$ cat config.mk
export PLATFORM = sky130hd
export DESIGN_NAME = lvl_state_table
export DESIGN_NICKNAME = d
export VERILOG_FILES = /design/src/rtl/lvl_state_table.sv
export SDC_FILE = /design/constraint.sdc
export NUM_CORES = 1
export LEC_CHECK = 0
export ABC_AREA = 0
export BUFFER_PORTS_ARGS = -buffer_cell sky130_fd_sc_hd__buf_4
export CAP_MARGIN = 20
export CORE_ASPECT_RATIO = 0.8
export CORE_UTILIZATION = 40
export CTS_BUF_LIST = sky130_fd_sc_hd__clkbuf_8
export CTS_CLUSTER_SIZE = 16
export DETAILED_ROUTE_END_ITERATION = 8
export PLACE_DENSITY = 0.63
export SKIP_LAST_GASP = 1
export SLEW_MARGIN = 40
export SYNTH_ARGS = -nofsm -noshare
export SYNTH_HDL_FRONTEND = slang
export SYNTH_SLANG_ARGS = --single-unit
$ cat constraint.sdc
create_clock -name clk -period 4.4 [get_ports clk]
set_clock_uncertainty 0.2 [all_clocks]
set_input_delay 0.88 -clock clk [delete_from_list [all_inputs] [get_ports clk]]
set_output_delay 0.88 -clock clk [all_outputs]
set_load 0.02 [all_outputs]
$ cat src/rtl/lvl_state_table.sv
// Decision-level state table with a backward search for the highest level
// that still has an untried branch, plus backtrack commit.
module lvl_state_table #(
  parameter int NUM_LVLS         = 8,
  parameter int WIDTH_LVL        = 16,
  parameter int WIDTH_BIN_ID     = 10,
  parameter int WIDTH_LVL_STATES = WIDTH_BIN_ID + 1
) (
  input  logic                                 clk,
  input  logic                                 rst,
  input  logic                                 dcd_valid_i,
  input  logic [WIDTH_LVL-1:0]                 cur_lvl_i,
  input  logic [WIDTH_BIN_ID-1:0]              cur_bin_num_i,
  input  logic                                 find_start_i,
  input  logic [WIDTH_LVL-1:0]                 max_lvl_i,
  output logic                                 busy_o,
  output logic                                 find_done_o,
  output logic                                 find_found_o,
  output logic [WIDTH_LVL-1:0]                 bkt_lvl_o,
  output logic [WIDTH_BIN_ID-1:0]              bkt_bin_o,
  input  logic                                 apply_bkt_i,
  input  logic [NUM_LVLS-1:0]                  wr_states_i,
  input  logic [WIDTH_LVL_STATES*NUM_LVLS-1:0] lvl_states_i,
  output logic [WIDTH_LVL_STATES*NUM_LVLS-1:0] lvl_states_o
);

  typedef enum logic [1:0] {IDLE, SCAN, DONE} state_t;

  localparam int                   W       = WIDTH_LVL_STATES;
  localparam logic [WIDTH_LVL-1:0] MAX_IDX = WIDTH_LVL'(NUM_LVLS - 1);

  state_t                  r_state;
  logic [WIDTH_LVL-1:0]    r_idx;
  logic                    r_busy;
  logic                    r_done;
  logic                    r_found;
  logic [WIDTH_LVL-1:0]    r_bkt_lvl;
  logic [WIDTH_BIN_ID-1:0] r_bkt_bin;

  logic [W*NUM_LVLS-1:0]   w_table;
  logic [W-1:0]            w_cur_entry;
  logic                    w_apply;

  assign w_apply = (r_state == IDLE) && apply_bkt_i && r_found;

  // Entry under the search pointer, read from the live table.
  always_comb begin
    w_cur_entry = '0;
    for (int i = 0; i < NUM_LVLS; i++) begin
      if (r_idx == WIDTH_LVL'(i)) w_cur_entry = w_table[i*W +: W];
    end
  end

  genvar gi;
  generate
    for (gi = 0; gi < NUM_LVLS; gi++) begin : g_entry
      localparam logic [WIDTH_LVL-1:0] IDX = WIDTH_LVL'(gi);
      logic [W-1:0] r_entry;

      always_ff @(posedge clk) begin
        if (rst) begin
          r_entry <= '0;
        end else if (w_apply && (r_bkt_lvl == IDX)) begin
          r_entry <= r_entry | W'(1);
        end else if (w_apply && (r_bkt_lvl < IDX)) begin
          r_entry <= '0;
        end else if (wr_states_i[gi]) begin
          r_entry <= lvl_states_i[gi*W +: W];
        end else if (dcd_valid_i && (cur_lvl_i == IDX)) begin
          r_entry <= W'({cur_bin_num_i, 1'b0});
        end
      end

      assign w_table[gi*W +: W] = r_entry;
    end
  endgenerate

  assign lvl_states_o = w_table;

  always_ff @(posedge clk) begin
    if (rst) begin
      r_state   <= IDLE;
      r_idx     <= '0;
      r_busy    <= 1'b0;
      r_done    <= 1'b0;
      r_found   <= 1'b0;
      r_bkt_lvl <= '0;
      r_bkt_bin <= '0;
    end else begin
      r_done <= 1'b0;
      case (r_state)
        IDLE: begin
          // A backtrack request in the same cycle always swallows a start.
          if (apply_bkt_i) begin
            if (r_found) r_found <= 1'b0;
          end else if (find_start_i) begin
            r_idx   <= (max_lvl_i > MAX_IDX) ? MAX_IDX : max_lvl_i;
            r_busy  <= 1'b1;
            r_state <= SCAN;
          end
        end
        SCAN: begin
          if ((r_idx != '0) && !w_cur_entry[0]) begin
            r_bkt_lvl <= r_idx;
            r_bkt_bin <= w_cur_entry[WIDTH_BIN_ID:1];
            r_found   <= 1'b1;
            r_done    <= 1'b1;
            r_busy    <= 1'b0;
            r_state   <= DONE;
          end else if (r_idx == '0) begin
            r_bkt_lvl <= '0;
            r_bkt_bin <= '0;
            r_found   <= 1'b0;
            r_done    <= 1'b1;
            r_busy    <= 1'b0;
            r_state   <= DONE;
          end else begin
            r_idx <= r_idx - 1'b1;
          end
        end
        DONE: begin
          r_state <= IDLE;
        end
        default: begin
          r_state <= IDLE;
        end
      endcase
    end
  end

  assign busy_o       = r_busy;
  assign find_done_o  = r_done;
  assign find_found_o = r_found;
  assign bkt_lvl_o    = r_bkt_lvl;
  assign bkt_bin_o    = r_bkt_bin;

endmodule

==> impl_metrics.env, run 1 <==
export IMPL_endpoint="bkt_bin_o[6]"
export IMPL_grt_busiest_layer="met2"
export IMPL_reg2reg_depth=8
export IMPL_cts_buffers=17
export IMPL_powerDensity_nw_per_um2=356
export IMPL_worst_setup_path_start_kind="register"
export IMPL_ys_seq_area_share_pct=39.0
export IMPL_clkLatencyLatePin_ps=460
export IMPL_criticalPathCategory="reg -> reg"
export IMPL_fmax_mhz=276
export IMPL_synth_fa_ha_area_share_pct=0.903
export IMPL_ant_nets=0
export IMPL_die_area_sq_um=17900
export IMPL_synth_fp_nets=954
export IMPL_syn_inst=806
export IMPL_dp_slack_ps=877
export IMPL_postCtsHoldBufs=0
export IMPL_drv_cap=0
export IMPL_syn_avg_cell_area_sq_um=8.60
export IMPL_fp_dieH_um=120
export IMPL_synthMuxAreaShare_pct=11.7
export IMPL_drive_above_1_share_pct=30.7
export IMPL_worst_pin_slew_ps=812
export IMPL_layout_setup_ws_ps=772
export IMPL_synth_top_family_by_area="compound AO/OA/AOI/OAI gates"
export IMPL_rsz0062_at_grt="no"
export IMPL_setup_viol=0
export IMPL_synth_compound_area_share_pct=28.1
export IMPL_status="complete, no violations"
export IMPL_drt_drc_violations_left=0
export IMPL_drt_first_pass_iters=5
export IMPL_cts_max_path_buffers=2
export IMPL_dp_hpwl_um=20200
export IMPL_via_per_inst=5.70
export IMPL_ys_seq_elements=135
export IMPL_fin_tns_setup_ps=0
export IMPL_start_util_pct=41.3
export IMPL_clock_sinks=135
export IMPL_synth_edf_count=0
export IMPL_cts_resized=0
export IMPL_synthSimpleGateAreaFrac_pct=13.9
export IMPL_area_delta_synth_final_pct=35.6
export IMPL_netlist_area_sq_um=6930
export IMPL_ys_flop_type="dfxtp_1"
export IMPL_worstPathArrival_ps=3810
export IMPL_die_w_um=149
export IMPL_crit_path_start="r_idx[0]"
export IMPL_nets=1167
export IMPL_htreeDepth=4
export IMPL_totalPowerFinal_mw=3.34
export IMPL_p_leak_nw=4.15
export IMPL_use_met1_pct=43.3
export IMPL_clk_pin_slew_worst_paths_ps=80
export IMPL_antenna_found_initial=0
export IMPL_port_buffers=259
export IMPL_max_slew_margin_rel_pct=45.9
export IMPL_grt_overflow_total=0
export IMPL_grtUsageMet2_pct=44.6
export IMPL_wirelength_um=26500
export IMPL_crit_fanout=23
export IMPL_required_ps=4580
export IMPL_synthXorXnorAreaFrac_pct=0.253
export IMPL_num_rows=42
export IMPL_grt_max_degree=59
export IMPL_cp_end_kind="register"
export IMPL_vias=7132
export IMPL_post_cts_buffers=0
export IMPL_min_path_type="reg -> reg"
export IMPL_yosysUniqueCellTypes=56
export IMPL_diodes=0
export IMPL_finalCritPeriodShare_pct=82.5
export IMPL_period_needed_ps=3630
export IMPL_grt_pass1_vias=6552
export IMPL_cts_root_buf="clkbuf_8"
export IMPL_irDropWorstVdd_mv=0.188
export IMPL_reg2reg_from="r_idx[0]"
export IMPL_wire_per_inst_um=21.2
export IMPL_synthArstFlopShare_pct=0
export IMPL_r2r_slack_ps=770
export IMPL_place_congestion=0.935
export IMPL_cts_tree="done"
export IMPL_drt_iter0_markers=564
export IMPL_timing_hold_violations_final=0
export IMPL_use_met3_pct=7.19
export IMPL_yosysWarnings=0
export IMPL_slew_violations=0
export IMPL_io_pins=260
export IMPL_grt_pass1_wl_um=39800
export IMPL_coreArea_sq_um=16800
export IMPL_grt_use_total_pct=30.0
export IMPL_rr_endpoint="bkt_bin_o[6]"
-- cells in the final DEF (no fill, tap or decap), types with 3 or more instances in the layout --
cell | netlist | routed
o221ai_1 | 9 | 9
nor4_1 | 10 | 10
and3_1 | 3 | 3
inv_1 | 30 | 31
mux2i_1 | 81 | 81
nor2b_1 | 8 | 8
clkbuf_8 | 0 | 19
clkinv_2 | 0 | 4
a21oi_1 | 56 | 56
a22oi_1 | 3 | 3
nand4b_1 | 3 | 3
o32ai_1 | 9 | 9
or2_2 | 5 | 5
buf_4 | 0 | 271
a31oi_1 | 4 | 4
nand3_1 | 14 | 14
nor2_1 | 83 | 83
dfxtp_1 | 135 | 135
nor3_1 | 11 | 10
o31ai_1 | 14 | 14
o21ai_0 | 26 | 26
o21a_1 | 18 | 18
nor3b_1 | 4 | 4
ha_1 | 5 | 3
nand4_1 | 3 | 3
nand2_1 | 43 | 43
o2bb2ai_1 | 30 | 30
and2_1 | 3 | 3
a221oi_1 | 4 | 4
a22o_1 | 16 | 16
nor4b_1 | 3 | 3
a211oi_1 | 65 | 65
bufinv_16 | 0 | 4
-- critical path, cell delays in order (launching register included) --
cell and delay, ps:
dfxtp_1 480, ha_1 740, a211oi_1 170, a211oi_1 420
nor2_1 90, a2111oi_0 380, o21a_1 640, buf_4 300
o2bb2ai_1 130
-- metrics by stage --
step | instance area (sq um) | utilization, % | hold slack [ps] | std cells
global route | 9400 | 56.0 | 281 | 1252
CTS | 9390 | 56.0 | 273 | 1252
detailed placement | 8950 | 53.4 | 250 | 1220
floorplan | 6930 | - | 263 | 806
global placement | 8930 | 53.3 | 250 | 1220
finish | 9400 | 56.0 | 271 | 1252
-- synthesized netlist by cell type (3+ instances only) --
cell       number  area, sq um
a211oi_1       65          488
a21oi_1        56          280
a221oi_1        4         35.0
a22o_1         16          140
a22oi_1         3         22.5
a31oi_1         4         25.0
and2_1          3         18.8
and3_1          3         18.8
buf_1          14         52.6
buf_2           3         15.0
clkbuf_1       58          218
dfxtp_1       135         2700
ha_1            5         62.6
inv_1          30          113
mux2i_1        81          811
nand2_1        43          161
nand3_1        14         70.1
nand4_1         3         18.8
nand4b_1        3         26.3
nor2_1         83          312
nor2b_1         8         50.1
nor3_1         11         55.1
nor3b_1         4         30.0
nor4_1         10         62.6
nor4b_1         3         26.3
o21a_1         18          135
o21ai_0        26          130
o221ai_1        9         78.8
o2bb2ai_1      30          263
o31ai_1        14          105
o32ai_1         9         78.8
or2_2           5         31.3
-- flip-flops by register name, indices dropped and copies added, names as in the netlist --
register	cells
bkt_bin_o	10
bkt_lvl_o	16
busy_o	1
find_done_o	1
find_found_o	1
g_entry.r_entry	88
r_idx	16
r_state	2
-- how the worst min path moves through the flow --
stage | start | end | slack [ps] | cells after the start
final | bkt_bin_o[0] | bkt_bin_o[0] | 270 | 1
after global routing | bkt_bin_o[0] | bkt_bin_o[0] | 280 | 1
after CTS | bkt_bin_o[0] | bkt_bin_o[0] | 270 | 1
after detailed placement | bkt_bin_o[0] | bkt_bin_o[0] | 250 | 1
after global placement | bkt_bin_o[0] | bkt_bin_o[0] | 250 | 1
after floorplan | r_idx[3] | r_idx[3] | 260 | 1
-- routing by layer --
| metal | share of wire, % | vias to the layer above |
|---|---|---|
| met3 | 10 | 25 |
| li1 | - | 3417 |
| met2 | 43 | 370 |
| met4 | 1.1 | 0 |
| met1 | 45 | 3320 |
| met5 | 0 | - |
-- power by group --
group          switching [mW]  internal (mW)  total (mW)
Sequential             0.0927           1.30        1.39
Combinational           0.450          0.341       0.791
Clock                   0.510          0.645        1.16
Total                    1.05           2.29        3.34
-- cell type report --
type	count	area [sq um]
inverter	30	113
fill	1565	7370
sequential	135	2700
clock buffer	19	262
clock inverter	13	178
multi-input combinational	564	3830
tap	220	275
timing repair buffer	271	2030
-- kinds of logic (layout without fill, tap and decap cells) --
group	count (synthesis)	count (layout)
simple gates	204	204
compound gates	272	272
fa+ha+maj	5	5
xor+xnor	2	2
flops	135	135
mux	81	81
buf+inv	107	333
Note: power is estimated with default switching activity, not from simulation.
==> run 2: changes to the inputs <==
Clock period 4.4 ns to 3.6 ns, I/O delays scaled along.
==> run 2 against run 1 <==
Effect of this change: sequential cell count unchanged; final area is 0.73% higher; global-route usage is 0.24 points higher; utilization increased by 0.41 points; via count up 1.4%; critical path type unchanged; largest power group unchanged; highest routed layer unchanged.
==> impl_metrics.env, run 2 (synthesized netlist as in run 1, its figures left out) <==
export IMPL_cts_buffers=17
export IMPL_clk_pin_slew_worst_paths_ps=70
export IMPL_dp_hpwl_um=20400
export IMPL_grt_overflow_total=0
export IMPL_clock_sinks=135
export IMPL_power_frac_comb_pct=23.5
export IMPL_worstPathArrival_ps=3200
export IMPL_rr_endpoint="r_idx[2]"
export IMPL_crit_fanout=17
export IMPL_drv_cap=0
export IMPL_antenna_found_initial=0
export IMPL_period_needed_ps=3100
export IMPL_r2r_slack_ps=500
export IMPL_die_area_sq_um=17900
export IMPL_drt_first_pass_iters=5
export IMPL_holdWs_ps=276
export IMPL_drt_iter0_markers=633
export IMPL_grt_pass1_vias=6658
export IMPL_min_path_cells=1
export IMPL_clkPwrFrac_pct=35.7
export IMPL_ant_nets=0
export IMPL_vias=7230
export IMPL_cts_resized=0
export IMPL_num_rows=42
export IMPL_timing_hold_violations_final=0
export IMPL_setup_viol=0
export IMPL_final_common_cell="buf_4"
export IMPL_switching_power_mw=1.27
export IMPL_start_util_pct=41.3
export IMPL_io_pins=260
export IMPL_cp_end_kind="register"
export IMPL_worstPathCellList="inv_1, ha_1, buf_4, a21oi_1, o21ba_2, nor3_1, o221a_4, or2_1, a211oi_1"
export IMPL_fmax_mhz=323
export IMPL_max_slew_margin_rel_pct=54.2
export IMPL_crit_family="simple AND/OR/NAND/NOR gates"
export IMPL_finalCritPeriodShare_pct=86.0
export IMPL_min_path_type="reg -> reg"
export IMPL_cpMaxStageDelayCell="or2_1"
export IMPL_port_buffers=259
export IMPL_largest_register="g_entry.r_entry"
export IMPL_fin_tns_setup_ps=0
export IMPL_powerDensity_nw_per_um2=441
export IMPL_drive_above_1_share_pct=31.0
export IMPL_intPower_mw=2.90
export IMPL_area_delta_synth_final_pct=36.6
export IMPL_min_to="bkt_bin_o[6]"
export IMPL_post_cts_buffers=0
export IMPL_grt_pass1_wl_um=40100
export IMPL_reg2reg_from="r_idx[0]"
export IMPL_p_sw_share_pct=30.5
export IMPL_p_seq_share_pct=40.8
export IMPL_criticalPathCategory="reg -> reg"
export IMPL_irDropWorstVdd_mv=0.228
export IMPL_path_buf_inv=2
export IMPL_cts_tree="done"
export IMPL_cts_max_path_buffers=2
export IMPL_reg2reg_depth=9
export IMPL_grt_use_total_pct=30.2
export IMPL_worstHoldStart="bkt_bin_o[6]"
export IMPL_largest_reg_flops=88
export IMPL_via_per_inst=5.75
export IMPL_worst_pin_slew_ps=686
export IMPL_diodes=0
export IMPL_drt_drc_violations_left=0
export IMPL_rsz0062_at_grt="no"
export IMPL_fp_dieH_um=120
export IMPL_cts_root_buf="clkbuf_8"
export IMPL_layout_common_cells="278 x buf_4, 135 x dfxtp_1, 83 x nor2_1"
export IMPL_grt_max_degree=52
export IMPL_place_congestion=0.897
export IMPL_cpPeakStageDelay_ps=520
export IMPL_postCtsHoldBufs=0
export IMPL_status="complete, no violations"
export IMPL_slew_violations=0
export IMPL_die_w_um=149
export IMPL_clkLatencyLatePin_ps=450
export IMPL_wire_per_inst_um=21.4
export IMPL_nets=1174
export IMPL_p_leak_nw=4.20
export IMPL_coreArea_sq_um=16800
export IMPL_htreeDepth=4
export IMPL_required_ps=3700
export IMPL_wirelength_um=26900
export IMPL_worst_setup_path_start_kind="register"
## run 2: cell types whose count changed in the layout (fill, tap and decap cells not counted), sizes merged
| cell | change |
|---|---|
| buf | +7 |
| bufinv | +1 |
| clkbuf | +2 |
| clkinv | -4 |
## run 2: worst max path at each step
stage / startpoint / end / slack, ps / cells after the start
after floorplan: r_idx[0] / bkt_lvl_o[10] / 950 / 12
after global placement: r_idx[0] / r_idx[2] / 630 / 9
after detailed placement: r_idx[0] / r_idx[2] / 550 / 8
after CTS: r_idx[0] / r_idx[2] / 530 / 8
after global routing: r_idx[0] / r_idx[2] / 220 / 8
final: r_idx[0] / r_idx[2] / 500 / 9
## run 2: cell type report
cell class	count	area [sq um]
multi-input cells	564	3820
repair buffers	278	2090
inverters	30	113
well taps	220	275
clock buffers	21	289
clock inverters	10	175
flip-flops and latches	135	2700
fillers	1615	7300
## run 2: metrics by stage
step | worst slack [ps] | utilization, % | power (mW) | instance area, sq um | std cells
2_1_floorplan | 946 | - | 2.25 | 6930 | 806
3_3_place_gp | 631 | 53.6 | 2.70 | 8990 | 1227
3_5_place_dp | 553 | 53.6 | 2.70 | 8990 | 1227
4_1_cts | 531 | 56.4 | 4.17 | 9450 | 1258
5_1_grt | 221 | 56.5 | 4.33 | 9460 | 1258
6_report | 502 | 56.5 | 4.17 | 9460 | 1258
## run 2: worst reg2reg max path, cell delays in order, from the launching register on
cell and delay (ps):
dfxtp_1 370, inv_1 160, ha_1 490, buf_4 280, a21oi_1 100, o21ba_2 210
nor3_1 230, o221a_4 250, or2_1 520, a211oi_1 150
## run 2: per-layer routing
layer | GRT usage (%) | share of wire (%) | wire (um)
met5 | 0 | 0 | 0
met4 | 6.06 | 0.83 | 224
met3 | 6.54 | 8.9 | 2400
met2 | 46.1 | 44 | 11800
met1 | 43.5 | 46 | 12400
## run 2: power by group through the flow
| stage | clock (mW) | combinational, mW | sequential (mW) |
|---|---|---|---|
| 5_1_grt | 1.56 | 1.06 | 1.71 |
| 3_5_place_dp | 0 | 0.970 | 1.73 |
| 4_1_cts | 1.50 | 0.972 | 1.70 |
| 2_1_floorplan | 0 | 0.461 | 1.79 |
| 3_3_place_gp | 0 | 0.963 | 1.73 |
| 6_report | 1.49 | 0.981 | 1.70 |
